### src/rtl/sensor_conditioner_if.sv
// Detector/light/demand bundle between the loop-detector front end and the traffic controller.
// The master drives raw detectors, lights and the sample strobe; the slave returns conditioned demand.
interface sensor_conditioner_if #(
  parameter int CNT_W = 8
);
  logic             sample_en;
  logic             NS_raw;
  logic             EW_raw;
  logic [2:0]       NS_light;
  logic [2:0]       EW_light;
  logic             NS_sensor;
  logic             EW_sensor;
  logic [CNT_W-1:0] NS_count;
  logic [CNT_W-1:0] EW_count;
  logic             NS_fault;
  logic             EW_fault;

  modport master (
    output sample_en, NS_raw, EW_raw, NS_light, EW_light,
    input  NS_sensor, EW_sensor, NS_count, EW_count, NS_fault, EW_fault
  );

  modport slave (
    input  sample_en, NS_raw, EW_raw, NS_light, EW_light,
    output NS_sensor, EW_sensor, NS_count, EW_count, NS_fault, EW_fault
  );
endinterface

### src/rtl/sensor_conditioner.sv
// Two-channel loop-detector conditioner: synchronise, debounce, count vehicles, flag stuck detectors.
// Optional SENSOR_HOLD_EN latches demand until the direction's own light turns green.
module sensor_conditioner #(
  parameter int SYNC_STAGES = 2,
  parameter int DEBOUNCE    = 4,
  parameter int STUCK_LIMIT = 60,
  parameter int CNT_W       = 8
) (
  input  logic                 clk,
  input  logic                 rst,
  sensor_conditioner_if.slave  bus
);
  localparam int DB_W = (DEBOUNCE > 1) ? $clog2(DEBOUNCE) : 1;
  localparam int ST_W = $clog2(STUCK_LIMIT + 1);
  localparam logic [CNT_W-1:0] CNT_MAX = '1;

  logic [1:0]       raw_w;
  logic [1:0]       sensor_w;
  logic [1:0]       fault_w;
  logic [CNT_W-1:0] count_w [2];

  assign raw_w = {bus.EW_raw, bus.NS_raw};

`ifdef SENSOR_HOLD_EN
  logic [2:0] light_w [2];
  assign light_w[0] = bus.NS_light;
  assign light_w[1] = bus.EW_light;
`else
  logic lights_unused;
  assign lights_unused = ^{bus.NS_light, bus.EW_light};
`endif

  genvar gi;
  generate
    for (gi = 0; gi < 2; gi++) begin : g_ch
      logic [SYNC_STAGES-1:0] sync_q, sync_d;
      logic [DB_W-1:0]        db_cnt_q, db_cnt_d;
      logic [ST_W-1:0]        st_cnt_q, st_cnt_d;
      logic [CNT_W-1:0]       count_q, count_d;
      logic                   stable_q, stable_d;
      logic                   demand_q, demand_d;
      logic                   fault_q, fault_d;
      logic                   sensor_q, sensor_d;
      logic                   sync_s;

      assign sync_s = sync_q[SYNC_STAGES-1];

      // Outputs are computed from next-state values so they move on the same edge as stable.
      always_comb begin
        sync_d   = {sync_q[SYNC_STAGES-2:0], raw_w[gi]};
        db_cnt_d = db_cnt_q;
        stable_d = stable_q;
        st_cnt_d = st_cnt_q;
        if (bus.sample_en) begin
          if (sync_s == stable_q) begin
            db_cnt_d = '0;
          end else if (db_cnt_q == DB_W'(DEBOUNCE - 1)) begin
            stable_d = sync_s;
            db_cnt_d = '0;
          end else begin
            db_cnt_d = db_cnt_q + 1'b1;
          end
          if (!stable_d) begin
            st_cnt_d = '0;
          end else if (st_cnt_q != ST_W'(STUCK_LIMIT)) begin
            st_cnt_d = st_cnt_q + 1'b1;
          end
        end
        count_d = (stable_d && !stable_q && (count_q != CNT_MAX)) ? count_q + 1'b1 : count_q;
        fault_d = (st_cnt_d == ST_W'(STUCK_LIMIT));
`ifdef SENSOR_HOLD_EN
        demand_d = stable_d | (demand_q & (light_w[gi] != 3'b001));
`else
        demand_d = stable_d;
`endif
        sensor_d = demand_d | fault_d;
      end

      always_ff @(posedge clk) begin
        if (rst) begin
          sync_q   <= '0;
          db_cnt_q <= '0;
          st_cnt_q <= '0;
          count_q  <= '0;
          stable_q <= 1'b0;
          demand_q <= 1'b0;
          fault_q  <= 1'b0;
          sensor_q <= 1'b0;
        end else begin
          sync_q   <= sync_d;
          db_cnt_q <= db_cnt_d;
          st_cnt_q <= st_cnt_d;
          count_q  <= count_d;
          stable_q <= stable_d;
          demand_q <= demand_d;
          fault_q  <= fault_d;
          sensor_q <= sensor_d;
        end
      end

      assign sensor_w[gi] = sensor_q;
      assign fault_w[gi]  = fault_q;
      assign count_w[gi]  = count_q;
    end
  endgenerate

  assign bus.NS_sensor = sensor_w[0];
  assign bus.EW_sensor = sensor_w[1];
  assign bus.NS_fault  = fault_w[0];
  assign bus.EW_fault  = fault_w[1];
  assign bus.NS_count  = count_w[0];
  assign bus.EW_count  = count_w[1];
endmodule
### src/flat_wrapper.sv
// flat-port wrapper written by rule: the top's interface ports become plain ports
module sensor_conditioner_flat 
#(
  parameter int SYNC_STAGES = 2,
  parameter int DEBOUNCE    = 4,
  parameter int STUCK_LIMIT = 60,
  parameter int CNT_W       = 8
)
  (clk, rst, bus_sample_en, bus_NS_raw, bus_EW_raw, bus_NS_light, bus_EW_light, bus_NS_sensor, bus_EW_sensor, bus_NS_count, bus_EW_count, bus_NS_fault, bus_EW_fault);
  sensor_conditioner_if #(.CNT_W(CNT_W)) bus_i ();
  input  logic clk;
  input  logic rst;
  input wire logic [$bits(bus_i.sample_en)-1:0] bus_sample_en;
  input wire logic [$bits(bus_i.NS_raw)-1:0] bus_NS_raw;
  input wire logic [$bits(bus_i.EW_raw)-1:0] bus_EW_raw;
  input wire logic [$bits(bus_i.NS_light)-1:0] bus_NS_light;
  input wire logic [$bits(bus_i.EW_light)-1:0] bus_EW_light;
  output wire logic [$bits(bus_i.NS_sensor)-1:0] bus_NS_sensor;
  output wire logic [$bits(bus_i.EW_sensor)-1:0] bus_EW_sensor;
  output wire logic [$bits(bus_i.NS_count)-1:0] bus_NS_count;
  output wire logic [$bits(bus_i.EW_count)-1:0] bus_EW_count;
  output wire logic [$bits(bus_i.NS_fault)-1:0] bus_NS_fault;
  output wire logic [$bits(bus_i.EW_fault)-1:0] bus_EW_fault;
  assign bus_i.sample_en = bus_sample_en;
  assign bus_i.NS_raw = bus_NS_raw;
  assign bus_i.EW_raw = bus_EW_raw;
  assign bus_i.NS_light = bus_NS_light;
  assign bus_i.EW_light = bus_EW_light;
  assign bus_NS_sensor = bus_i.NS_sensor;
  assign bus_EW_sensor = bus_i.EW_sensor;
  assign bus_NS_count = bus_i.NS_count;
  assign bus_EW_count = bus_i.EW_count;
  assign bus_NS_fault = bus_i.NS_fault;
  assign bus_EW_fault = bus_i.EW_fault;
  sensor_conditioner #(.SYNC_STAGES(SYNC_STAGES), .DEBOUNCE(DEBOUNCE), .STUCK_LIMIT(STUCK_LIMIT), .CNT_W(CNT_W)) u_core (.clk(clk), .rst(rst), .bus(bus_i));
endmodule
### config.mk
export PLATFORM = sky130hd
export DESIGN_NAME = sensor_conditioner_flat
export DESIGN_NICKNAME = d
export VERILOG_FILES = /design/src/rtl/sensor_conditioner_if.sv /design/src/rtl/sensor_conditioner.sv /design/src/flat_wrapper.sv
export SDC_FILE = /design/constraint.sdc
export NUM_CORES = 1
export LEC_CHECK = 0
export CAP_MARGIN = 30
export CORE_MARGIN = 1.5
export CORE_UTILIZATION = 47
export CTS_CLUSTER_SIZE = 20
export DETAILED_ROUTE_END_ITERATION = 6
export PLACE_DENSITY = 0.71
export SYNTH_ARGS = -nofsm -noshare
export SYNTH_HDL_FRONTEND = slang
export SYNTH_SLANG_ARGS = --single-unit
### constraint.sdc
create_clock -name clk -period 4.65 [get_ports clk]
set_clock_uncertainty 0.15 [all_clocks]
set_input_delay 0.93 -clock clk [delete_from_list [all_inputs] [get_ports clk]]
set_output_delay 0.93 -clock clk [all_outputs]
set_load 0.02 [all_outputs]
==> impl_metrics.toml <==
[setup_path]
worstPathRequired_ps = 4730
arrival_ps = 3020
slowest_stage = "clkdlybuf4s50_1"
rrSetupSlack_ps = 2290
rr_worst_depth = 6
start_kind = "input pin"
rr_endpoint = "u_core.bus.EW_sensor"
path_buf_inv = 2
critical_path.reg2reg.startpoint = "u_core.g_ch[1].db_cnt_q[0]"
path_class = "input pin to register"
critPathMaxFanout = 23
worst_setup_path_end_kind = "register"
cp_cell_sequence = "clkdlybuf4s50_1 > buf_4 > and4_1 > a31o_2 > or4b_1 > or3_1 > o21bai_2"
crit_family = "simple AND/OR/NAND/NOR gates"
slowest_delay_ps = 450

[sta]
fin_crit_ps = 2940
max_clock_freq_ghz = 0.340
finalWorstSetupSlack_ps = 1710
rsz0062_at_grt = "false"
finalHoldViolCount = 0
fin_tns_setup_ps = 0
drv_slew = 0
tightest_slew_ps = 559
setup_viol = 0
holdWs_ps = 295
maxSlewHeadroom = 0.618
fin_crit_sh = 0.633

[pwr]
p_switching_uw = 138
switching_share = 0.201
pwr-share-seq = 0.534
power.density_nw_per_um2 = 297
internal_power_uw = 549
p_leak_nw = 0.808
vdd_drop_max_v = 0.000235
p_clk_frac = 0.420
p_comb_frac = 0.046

[floorplan]
coreArea_sq_um = 3770
io_pins = 31
die_area_sq_um = 4450
fp.dieH_microns = 66.7
row_count = 22
die_w_microns = 66.7
start_util = 0.506

[cells_and_area]
syn_to_final_growth_pct = 21.2
fin_nets = 258
final_cell_mix = "dfxtp_1 (42), nor2_1 (27), clkdlybuf4s50_1 (24), nand2_1 (21)"
nFillCells = 317
final_common_cell = "dfxtp_1"
final_cells = 287
antennaDiodeCount = 0
drive_gt1_frac = 0.0711
fin_area_sq_um = 2310

[run_status]
status = "finished clean"

[placement]
dp.cells = 280
port_buffers = 24
gp_congestion = 0.795
pre_cts_ws_ps = 1410
post_dp_cell_area_sq_um = 2200
dpl.hpwl_microns = 2440

[min_path]
holdPathStages = 1
min-delay-start = "u_core.g_ch[1].sync_q[0]"
hold_end = "u_core.g_ch[1].sync_q[1]"
hold_path.class = "register to register"

[cts]
post_cts_buffers = 0
clock_latency_ps = 290
cts_hold_buffers = 0
clkTransAtPathRegs_ps = 70
ctsHtreeMaxLevel = 2
numCtsBuffers = 5
cts.path.max_buffers = 2
ctsResizeCount = 0
cts_tree = "done"
root_buffer = "clkbuf_8"
cts_sinks = 42

[route]
ant_nets = 0
drt-pass1-iter-count = 4
drc_errors = 0
vias = 1555
drt_iter0_drc = 29
wirelength_microns = 3540
post_drt_wl_per_cell_microns = 12.3
via_per_inst = 5.42

[grt]
antenna_found_initial = 0
grt-ovfl-total = 0
grt_max_degree = 28
grt_usage = 0.182
grt_pass1_vias = 1371
grt_pass1_wl_microns = 6150

[logic_synthesis]
synth_nets = 231
synth_ff_type = "dfxtp_1"
yosys_warnings = 0
synth_area_leaders = "dfxtp_1 (44%), nor2_1 (5.3%), ha_1 (5.2%)"
avgSynthCellArea_sq_um = 9.00
synth_top_area_share = 0.441
ys_seq_area_frac = 0.441
synth-seq-cells = 42
synth_cell_types = 48
async_flop_share = 0
synthCells = 212
yosysTopAreaCell = "dfxtp_1"
synth_area_sq_um = 1910
synth_edf_count = 0

[flow_run]
max_cap_violations = 0
-- flip-flops by register name, indices dropped and copies added, names as in the netlist --
name                  count
u_core.bus.EW_sensor      1
u_core.bus.NS_sensor      1
u_core.bus.EW_count       8
u_core.bus.EW_fault       1
u_core.g_ch.db_cnt_q      4
u_core.g_ch.st_cnt_q     12
u_core.bus.NS_fault       1
u_core.g_ch.stable_q      2
u_core.bus.NS_count       8
u_core.g_ch.sync_q        4
-- power groups by stage --
stage	clock [mW]	sequential, mW	combinational (mW)
after global placement	0	0.375	0.0316
final	0.289	0.367	0.0318
after global routing	0.315	0.367	0.0355
after CTS	0.297	0.367	0.0320
after floorplan	0	0.375	0.0212
after detailed placement	0	0.375	0.0320
-- how the worst max path moves through the flow --
stage / depth (start not counted) / start / endpoint
3_3_place_gp: 7 / bus_sample_en / u_core.bus.EW_sensor
5_1_grt: 7 / bus_sample_en / u_core.bus.EW_sensor
4_1_cts: 7 / bus_sample_en / u_core.bus.EW_sensor
3_5_place_dp: 7 / bus_sample_en / u_core.bus.EW_sensor
2_1_floorplan: 5 / bus_sample_en / u_core.bus.EW_sensor
6_report: 7 / bus_sample_en / u_core.bus.EW_sensor
-- worst register-to-register path, delay by kind of cell (launching register included) --
family,cells,cell delay (ps)
compound gates,2,300
mux,1,380
flops,1,360
simple gates,2,880
fa+ha+maj,1,220
-- synthesized netlist by cell type (2+ instances only) --
cell and instances:
a211oi_1 5, o21ai_0 4, a21oi_1 5, ha_1 8
a31oi_1 2, mux2i_1 4, xnor2_1 6, or3_1 2
and2_4 2, nor3_1 6, nand4_1 7, nor2b_1 7
inv_1 8, dfxtp_1 42, nand2_1 21, buf_1 2
nand3_1 9, nor2_1 27, and3_1 2, xor2_1 9
and4_1 3, o211ai_1 2, clkbuf_1 3, a2bb2oi_1 2
-- cells by family (layout without fill, tap and decap cells) --
family,after synthesis,in the layout,synth area share
compound gates,32,32,0.124
simple gates,95,95,0.256
flops,42,42,0.441
xor+xnor,15,15,0.0689
mux,5,5,0.0282
fa+ha+maj,8,8,0.0525
buf+inv,15,42,0.0302
-- metrics by stage --
step | utilization | total power [mW]
6_report | 0.613 | 0.687
5_1_grt | 0.613 | 0.717
2_1_floorplan | - | 0.396
4_1_cts | 0.613 | 0.696
3_5_place_dp | 0.583 | 0.407
3_3_place_gp | 0.583 | 0.407
-- area by class of cell --
class / count / area, sq um / area share
Clock inverter: 1 / 30.0 / 0.0130
Tap cell: 48 / 60.1 / 0.0260
Multi-Input combinational cell: 155 / 1010 / 0.437
Inverter: 9 / 33.8 / 0.0146
Timing Repair Buffer: 26 / 255 / 0.110
Sequential cell: 42 / 841 / 0.364
Clock buffer: 6 / 82.6 / 0.0357
-- layer usage --
| layer | wire length, microns | vias to the layer above | GRT usage |
|---|---|---|---|
| li1 | - | 805 | - |
| met2 | 1620 | 36 | 0.284 |
| met3 | 162 | 5 | 0.0557 |
| met1 | 1710 | 709 | 0.237 |
| met4 | 44 | 0 | 0.0663 |
| met5 | 0 | - | 0 |
Power figures use the tool's default switching activity.
